### src/rtl/cpu_pkg.sv
// Shared CPU definitions: datapath widths, control-bundle bit map and the NOP bundle.
package cpu_pkg;

  localparam int unsigned XLEN       = 64;
  localparam int unsigned CTRL_W     = 8;
  localparam int unsigned REG_ADDR_W = 5;

  localparam int unsigned REGWRITE = 0;
  localparam int unsigned MEMREAD  = 1;
  localparam int unsigned MEMWRITE = 2;
  localparam int unsigned MEMTOREG = 3;
  localparam int unsigned ALUSRC   = 4;
  localparam int unsigned BRANCH   = 5;
  localparam int unsigned ALUOP_LO = 6;
  localparam int unsigned ALUOP_HI = 7;

  // Field order puts regwrite at bit 0 so the struct overlays the bit map above.
  typedef struct packed {
    logic [1:0] aluop;
    logic       branch;
    logic       alusrc;
    logic       memtoreg;
    logic       memwrite;
    logic       memread;
    logic       regwrite;
  } ctrl_t;

  localparam ctrl_t CTRL_NOP = '0;

endpackage

### src/rtl/hazard_detect.sv
// Load-use hazard detection and front-end hold request; purely combinational.
module hazard_detect
  import cpu_pkg::*;
(
  input  logic                  id_valid_i,
  input  logic [REG_ADDR_W-1:0] id_rs1_addr_i,
  input  logic [REG_ADDR_W-1:0] id_rs2_addr_i,
  input  logic                  id_rs2_used_i,
  input  logic                  ex_valid_i,
  input  logic                  ex_memread_i,
  input  logic [REG_ADDR_W-1:0] ex_rd_addr_i,
  input  logic                  flush_i,
  input  logic                  stall_i,
  output logic                  lu_c,
  output logic                  id_hold_c
);

  logic rs1_match;
  logic rs2_match;

  // x0 is hardwired to zero, so a load targeting it can never create a dependency.
  assign rs1_match = (ex_rd_addr_i == id_rs1_addr_i);
  assign rs2_match = id_rs2_used_i & (ex_rd_addr_i == id_rs2_addr_i);
  assign lu_c      = id_valid_i & ex_valid_i & ex_memread_i &
                     (ex_rd_addr_i != '0) & (rs1_match | rs2_match);

  // A flush discards the ID instruction anyway, so the front end must not hold.
  assign id_hold_c = ~flush_i & (stall_i | lu_c);

endmodule

### src/rtl/id_ex_stage.sv
// ID/EX pipeline register with load-use bubble insertion and writeback refresh of held operands.
module id_ex_stage
  import cpu_pkg::*;
#(
  parameter int unsigned CNT_W = 32
) (
  input  logic                  clk_i,
  input  logic                  rst_i,
  input  logic                  id_valid_i,
  input  logic [XLEN-1:0]       id_pc_i,
  input  logic [REG_ADDR_W-1:0] id_rs1_addr_i,
  input  logic [REG_ADDR_W-1:0] id_rs2_addr_i,
  input  logic [REG_ADDR_W-1:0] id_rd_addr_i,
  input  logic                  id_rs2_used_i,
  input  logic [XLEN-1:0]       id_rs1_data_i,
  input  logic [XLEN-1:0]       id_rs2_data_i,
  input  logic [XLEN-1:0]       id_imm_i,
  input  logic [CTRL_W-1:0]     id_ctrl_i,
  input  logic                  flush_i,
  input  logic                  stall_i,
  input  logic                  wb_regwrite_i,
  input  logic [REG_ADDR_W-1:0] wb_rd_addr_i,
  input  logic [XLEN-1:0]       wb_data_i,
  output logic                  ex_valid_o,
  output logic [XLEN-1:0]       ex_pc_o,
  output logic [REG_ADDR_W-1:0] ex_rs1_addr_o,
  output logic [REG_ADDR_W-1:0] ex_rs2_addr_o,
  output logic [REG_ADDR_W-1:0] ex_rd_addr_o,
  output logic [XLEN-1:0]       ex_rs1_data_o,
  output logic [XLEN-1:0]       ex_rs2_data_o,
  output logic [XLEN-1:0]       ex_imm_o,
  output logic [CTRL_W-1:0]     ex_ctrl_o,
  output logic                  id_hold_o,
  output logic [CNT_W-1:0]      lu_stall_cnt_o
);

  logic lu_c;
  logic wb_hit_rs1_c;
  logic wb_hit_rs2_c;
  logic cnt_sat_c;

  hazard_detect u_hazard_detect (
    .id_valid_i    (id_valid_i),
    .id_rs1_addr_i (id_rs1_addr_i),
    .id_rs2_addr_i (id_rs2_addr_i),
    .id_rs2_used_i (id_rs2_used_i),
    .ex_valid_i    (ex_valid_o),
    .ex_memread_i  (ex_ctrl_o[MEMREAD]),
    .ex_rd_addr_i  (ex_rd_addr_o),
    .flush_i       (flush_i),
    .stall_i       (stall_i),
    .lu_c          (lu_c),
    .id_hold_c     (id_hold_o)
  );

  // The register file writes on negedge, so a held operand must pick up a retiring write itself.
  assign wb_hit_rs1_c = wb_regwrite_i & (wb_rd_addr_i != '0) & (wb_rd_addr_i == ex_rs1_addr_o);
  assign wb_hit_rs2_c = wb_regwrite_i & (wb_rd_addr_i != '0) & (wb_rd_addr_i == ex_rs2_addr_o);
  assign cnt_sat_c    = &lu_stall_cnt_o;

  // Priority: flush, then downstream stall, then load-use bubble, then normal load.
  always_ff @(posedge clk_i or negedge rst_i) begin
    if (!rst_i) begin
      ex_valid_o     <= 1'b0;
      ex_pc_o        <= '0;
      ex_rs1_addr_o  <= '0;
      ex_rs2_addr_o  <= '0;
      ex_rd_addr_o   <= '0;
      ex_rs1_data_o  <= '0;
      ex_rs2_data_o  <= '0;
      ex_imm_o       <= '0;
      ex_ctrl_o      <= '0;
      lu_stall_cnt_o <= '0;
    end else if (flush_i) begin
      ex_valid_o   <= 1'b0;
      ex_ctrl_o    <= CTRL_NOP;
      ex_rd_addr_o <= '0;
    end else if (stall_i) begin
      if (wb_hit_rs1_c) ex_rs1_data_o <= wb_data_i;
      if (wb_hit_rs2_c) ex_rs2_data_o <= wb_data_i;
    end else if (lu_c) begin
      ex_valid_o   <= 1'b0;
      ex_ctrl_o    <= CTRL_NOP;
      ex_rd_addr_o <= '0;
      if (!cnt_sat_c) lu_stall_cnt_o <= lu_stall_cnt_o + CNT_W'(1);
    end else begin
      ex_valid_o    <= id_valid_i;
      ex_pc_o       <= id_pc_i;
      ex_rs1_addr_o <= id_rs1_addr_i;
      ex_rs2_addr_o <= id_rs2_addr_i;
      ex_rs1_data_o <= id_rs1_data_i;
      ex_rs2_data_o <= id_rs2_data_i;
      ex_imm_o      <= id_imm_i;
      ex_ctrl_o     <= id_valid_i ? id_ctrl_i : CTRL_NOP;
      ex_rd_addr_o  <= id_valid_i ? id_rd_addr_i : '0;
    end
  end

endmodule

### config.mk
export PLATFORM = sky130hd
export DESIGN_NAME = id_ex_stage
export DESIGN_NICKNAME = d
export VERILOG_FILES = /design/src/rtl/cpu_pkg.sv /design/src/rtl/hazard_detect.sv /design/src/rtl/id_ex_stage.sv
export SDC_FILE = /design/constraint.sdc
export NUM_CORES = 1
export LEC_CHECK = 0
export CORE_AREA = 3 3 255 257
export DETAILED_ROUTE_END_ITERATION = 16
export DIE_AREA = 0 0 258 260
export PLACE_DENSITY = 0.5
export SYNTH_ARGS = -nofsm -noshare
export SYNTH_HDL_FRONTEND = slang
export SYNTH_SLANG_ARGS = --single-unit
export TNS_END_PERCENT = 20
### constraint.sdc
create_clock -name clk_i -period 2.3 [get_ports clk_i]
set_input_delay 0.345 -clock clk_i [delete_from_list [all_inputs] [get_ports clk_i]]
set_output_delay 0.345 -clock clk_i [all_outputs]
set_load 0.01 [all_outputs]
## Yosys cells after proc, flatten, opt, wreduce, memory -nomap -nowiden

Cells that the tools add are included.

| word-level totals | value |
|---|---|
| bits in read-only memories | 0 |
| bits of input ports | 355 |
| bits in writable memories | 0 |
| memories | 0 |
| bits in registers | 312 |
| latch bits | 0 |
| logic and storage cells | 58 |

| operators by class | value |
|---|---|
| add/sub/neg operators | 1 |
| multiplexer cells | 17 |
| divide/modulo/power cells | 0 |
| order comparisons | 0 |
| $mul | 0 |
| equal/unequal tests | 8 |
| reductions and logical operators | 7 |
| shift operators | 0 |
| bitwise logic cells | 15 |

Operators by type and width:

| operator | count |
|---|---|
| 64-bit two-way mux | 6 |
| 32-bit by 1-bit adder with 32-bit output (second input constant) | 1 |
| 8-bit two-way mux | 4 |
| 32-bit AND reduction | 1 |
| 5-bit equality test | 4 |
| 5-bit two-way mux | 4 |
| 5-bit nonzero test | 2 |
| 1-bit bitwise AND | 9 |
| 3-bit AND reduction | 3 |
| 2-bit by 1-bit != test with 1-bit output (second input constant) | 2 |
| 2-bit != test (second input constant) | 2 |
| 1-bit inverter | 4 |
| 4-bit AND reduction | 1 |
| 1-bit two-way mux | 3 |
| 1-bit OR | 2 |

## Longest topological paths before layout

| depth | value |
|---|---|
| depth after elaboration | 7 |
| gate-level depth with buffers | 8 |
| depth with buffers taken out | 7 |

## By module

From an unflattened synthesis, not the netlist that was laid out.

| unflattened totals | value |
|---|---|
| cells, all modules | 1061 |
| area total of the unflattened synthesis | 13286.5 sq um |

By module, submodules not included:

| module | instances | area each (sq um) | seq. area each (sq um) | cells each |
|---|---|---|---|---|
| id_ex_stage | 1 | 13123.8 | 7807.5 | 1042 |
| hazard_detect | 1 | 162.7 | 0.0 | 19 |

## Worst setup path before layout

No wires, ideal clock.

| timing | value |
|---|---|
| path type | register to register |
| start point | register lu_stall_cnt_o[0] |
| end point | register lu_stall_cnt_o[29] |
| stages on the path, launching flop included | 9 |
| required time | 2221 ps |
| setup slack | 86 ps |
| setup time | 79 ps |
| data arrival time | 2135 ps |
| clock period less this slack | 2214 ps |
| path through | dfrtp_1 -> ha_1 -> and4_1 -> and3_1 -> and4_4 -> buf_6 -> or4b_4 -> nor3_2 -> xor2_1 |

| between the ends | value |
|---|---|
| word-level cells in the longest chain between the ends | 3 |
| elaborated cells between the ends (all ways) | 4 |

RTL lines:

| element | line | text |
|---|---|---|
| from (decl) | id_ex_stage.sv:34 | `output logic [CNT_W-1:0] lu_stall_cnt_o` |
| from (signal assigned) | id_ex_stage.sv:85 | `if (!cnt_sat_c) lu_stall_cnt_o <= lu_stall_cnt_o + CNT_W'(1);` |
| branches (longest 3 deep; another with 32-bit by 1-bit adder with 32-bit output) | - |  |

Several ways; the timed one is not identified.
A chain may end at the register's enable or synchronous reset.

## Worst setup path after layout

| timing | value |
|---|---|
| start point | register ex_rd_addr_o[0] |
| end point | register ex_rs1_data_o[22] |

| between the ends | value |
|---|---|
| word-level cells in the longest chain between the ends | 6 |
| elaborated cells between the ends (all ways) | 9 |

RTL lines:

| element | line | text |
|---|---|---|
| from (decl) | id_ex_stage.sv:28 | `output logic [REG_ADDR_W-1:0] ex_rd_addr_o,` |
| from (signal assigned) | id_ex_stage.sv:95 | `ex_rd_addr_o <= id_valid_i ? id_rd_addr_i : '0;` |
| 5-bit equality test | hazard_detect.sv:23 | `assign rs2_match = id_rs2_used_i & (ex_rd_addr_i == id_rs2_addr_i);` |
| 1-bit bitwise AND | hazard_detect.sv:23 |  |
| 1-bit OR | hazard_detect.sv:25 | `(ex_rd_addr_i != '0) & (rs1_match \| rs2_match);` |
| 1-bit bitwise AND * | hazard_detect.sv:25 |  |
| 2-bit != test (no source line) * | - |  |
| 3-bit AND reduction (no source line) * | - |  |
| to (signal assigned) | id_ex_stage.sv:79 | `if (wb_hit_rs1_c) ex_rs1_data_o <= wb_data_i;` |
| to (signal assigned) | id_ex_stage.sv:91 | `ex_rs1_data_o <= id_rs1_data_i;` |
| to (decl) | id_ex_stage.sv:29 | `output logic [XLEN-1:0] ex_rs1_data_o,` |

Mark *: on every way between the ends. The rest lies on a longest branch, timed or not.

==> reports/metrics.cfg <==
[critical_path]
rr_startpoint = ex_rd_addr_o[0]
cp_max_fo = 14
crit_required_ns = 2.71
cp_data_arrival_time_ns = 2.68
endpoint_kind = register
r2r_end = ex_rs1_data_o[22]
rrSetupSlack_ns = 0.03
path_class = register to register
reg2reg_depth = 10
cp-start-kind = register

[placement]
place_hpwl_mm = 40.89
gp_congestion = 0.8191
placed_area_mm2 = 0.02192
post-place-cells = 2652
post-place-ws_ns = -0.4550
io_buffers = 667

[route]
wl_per_cell_um = 19.31
drc = 0
dr.pass1.iters = 4
viasPerCell = 4.083
drt-initial-drc-count = 418
wirelength_mm = 52.69
final_antenna_net_count = 0
vias = 11140

[clock_network]
cts_inserted_buffers = 40
clock_path_buffers = 3
insertion_delay_ns = 0.53
htreeDepth = 2
clock-sinks = 312
cts_tree = built
cts-root-buf = clkbuf_16
clk_pin_slew_ns = 0.06

[floorplanning]
core_mm2 = 0.06297
rows = 92
start_util_pct = 21.70
ios = 668
fp.dieH_um = 260
die_w_um = 258
die_area_mm2 = 0.06708

[finish]
final_util_pct = 37.39
area_growth_pct = 72.29
nNetsFinal = 2210
final_area_mm2 = 0.02354
drive_gt1_share_pct = 21.94
layoutNonFillerInstCount = 2729

[timing]
worst_pin_slew_ns = 0.4956
min_period_over_period_pct = 98.75
period_needed_ns = 2.271
clock_skew_ns = 0.01230
rsz0062_at_grt = true
setup_viol = 0
slew_headroom_pct = 66.61
hold_slack_ns = 0.2975
finalHoldViolations = 0
max_freq_mhz = 440.3
setup_ws_ns = 0.02870
maxSlewViolCount = 0

[global_route]
met2_usage_pct = 27.79
grt_pass1_wl_mm = 76.80
top_usage_layer = met2
grt_antenna_before_repair = 3
grt_pass1_vias = 12020
grt.met3_usage_pct = 4.217
grtUsageMet1_pct = 16.83
grt.total_usage_pct = 15.00
grt_max_degree = 78
grt_remaining_overflow = 0

[synthesis]
synth_area_leader_cell = dfrtp_1
synth-edff-count = 0
synthArstFlopShare_pct = 100.0
yosys-top-cells-area = dfrtp_1 (57%), mux2_2 (21%), o21ai_0 (4.7%)
synth_top_area_share_pct = 57.14
synth.distinct_cells = 39
ys_seq_elements = 312
synth_warnings = 0
ys.flop_type = dfrtp_1
netlist_area_mm2 = 0.01366
ys_seq_area_share_pct = 57.14
syn_nets = 1482
synth_area_per_cell_um2 = 12.13
synth_cells = 1126

[min_path]
hold_path_end = ex_rs2_data_o[8]
hp-class = input port to register
worstHoldStart = stall_i
holdPathStages = 3

[power]
power_density_mw_per_mm2 = 741.5
p_leak_nw = 10.29
ir_drop_mv = 0.5869

[flow_run]
cap_viol_max_count = 0

[run_status]
status = finished, final reports clean

[placed cells by master, fill, tap and decap left out, types with 14 or more instances in the layout]
master	n
buf_12	20
buf_4	48
clkbuf_16	42
clkdlybuf4s50_1	664
dfrtp_1	308
inv_1	133
mux2_2	228
mux2_4	29
nand2_1	80
nor3_1	14
nor4_1	15
o21ai_0	128
xor2_1	34
[metal layers]
| layer | wire length (um) | share of wire [%] |
|---|---|---|
| met1 | 19840 | 38 |
| met2 | 28060 | 53 |
| met3 | 3692 | 7.0 |
| met4 | 1072 | 2.0 |
| met5 | 13 | 0.025 |
[worst max-delay path, stage by stage, from the launching register on]
cell and delay [ns]:
dfrtp_2 0.47, xnor2_2 0.19, nand2_1 0.09, o22ai_2 0.17, buf_6 0.13, a21boi_4 0.08
a41oi_4 0.21, buf_12 0.16, buf_12 0.14, buf_12 0.15, mux2_2 0.33
[layout make-up]
class,instances,area [um2]
Fill cell,6168,39430
Sequential cell,312,7812
Timing Repair Buffer,744,7594
Multi-Input combinational cell,623,5240
Clock buffer,63,1199
Tap cell,846,1059
Inverter,133,499.2
Clock inverter,7,135.1
Antenna cell,1,2.502
[how the worst max path moves through the flow]
stage	from	endpoint	slack, ns
after floorplan	lu_stall_cnt_o[0]	lu_stall_cnt_o[29]	0.09
after global placement	id_rs1_addr_i[3]	ex_rs1_data_o[15]	-0.45
after detailed placement	id_rs1_addr_i[3]	ex_rs1_data_o[11]	-0.45
after CTS	ex_rd_addr_o[0]	id_hold_o	-0.008
after global routing	ex_rd_addr_o[4]	ex_rs1_data_o[24]	-0.08
final	ex_rd_addr_o[0]	ex_rs1_data_o[22]	0.03
[flip-flops by register name, indices dropped and copies added, names as in the netlist]
signal	cells
ex_pc_o	64
ex_rd_addr_o	5
lu_stall_cnt_o	32
ex_ctrl_o	8
ex_rs2_addr_o	5
ex_rs1_addr_o	5
ex_rs2_data_o	64
ex_valid_o	1
ex_imm_o	64
ex_rs1_data_o	64
[through the flow]
| step | TNS [ns] | total power, W |
|---|---|---|
| 2_1_floorplan | 0 | 0.008149 |
| 3_3_place_gp | -112.11 | 0.01110 |
| 3_5_place_dp | -110.97 | 0.01113 |
| 4_1_cts | -0.007846 | 0.01773 |
| 5_1_grt | -2.270 | 0.01834 |
| 6_report | 0 | 0.01745 |
[logic make-up after synthesis]
logic type	after synthesis	share of synthesized area [%]
compound gates	149	6.172
xor+xnor	51	3.269
fa+ha+maj	1	0.09156
buf+inv	191	5.742
flops	312	57.14
mux	267	22.01
simple gates	155	5.577
[repair_timing]
action,4_1_cts,5_1_grt
resized for setup,11,40
setup endpoints to repair,97,107
pin swaps,4,3
hold endpoints to repair,42,0
hold buffers,1,0
buffers inserted,0,3
cloned,1,1
[cell usage after synthesis (all sizes together), types with 8 or more instances]
library cell / instances
inv: 133
nor3: 16
clkbuf: 28
nand4: 8
buf: 30
mux2: 267
xor2: 34
nand3: 11
a22o: 13
nor4: 15
nand2: 80
dfrtp: 312
o21ai: 128
xnor2: 17
[power breakdown]
group          switching [W]  internal (W)
Combinational        0.00168       0.00270
Clock                0.00238       0.00400
Sequential          0.000438       0.00627
No activity file was read; power rests on OpenSTA's default activity.
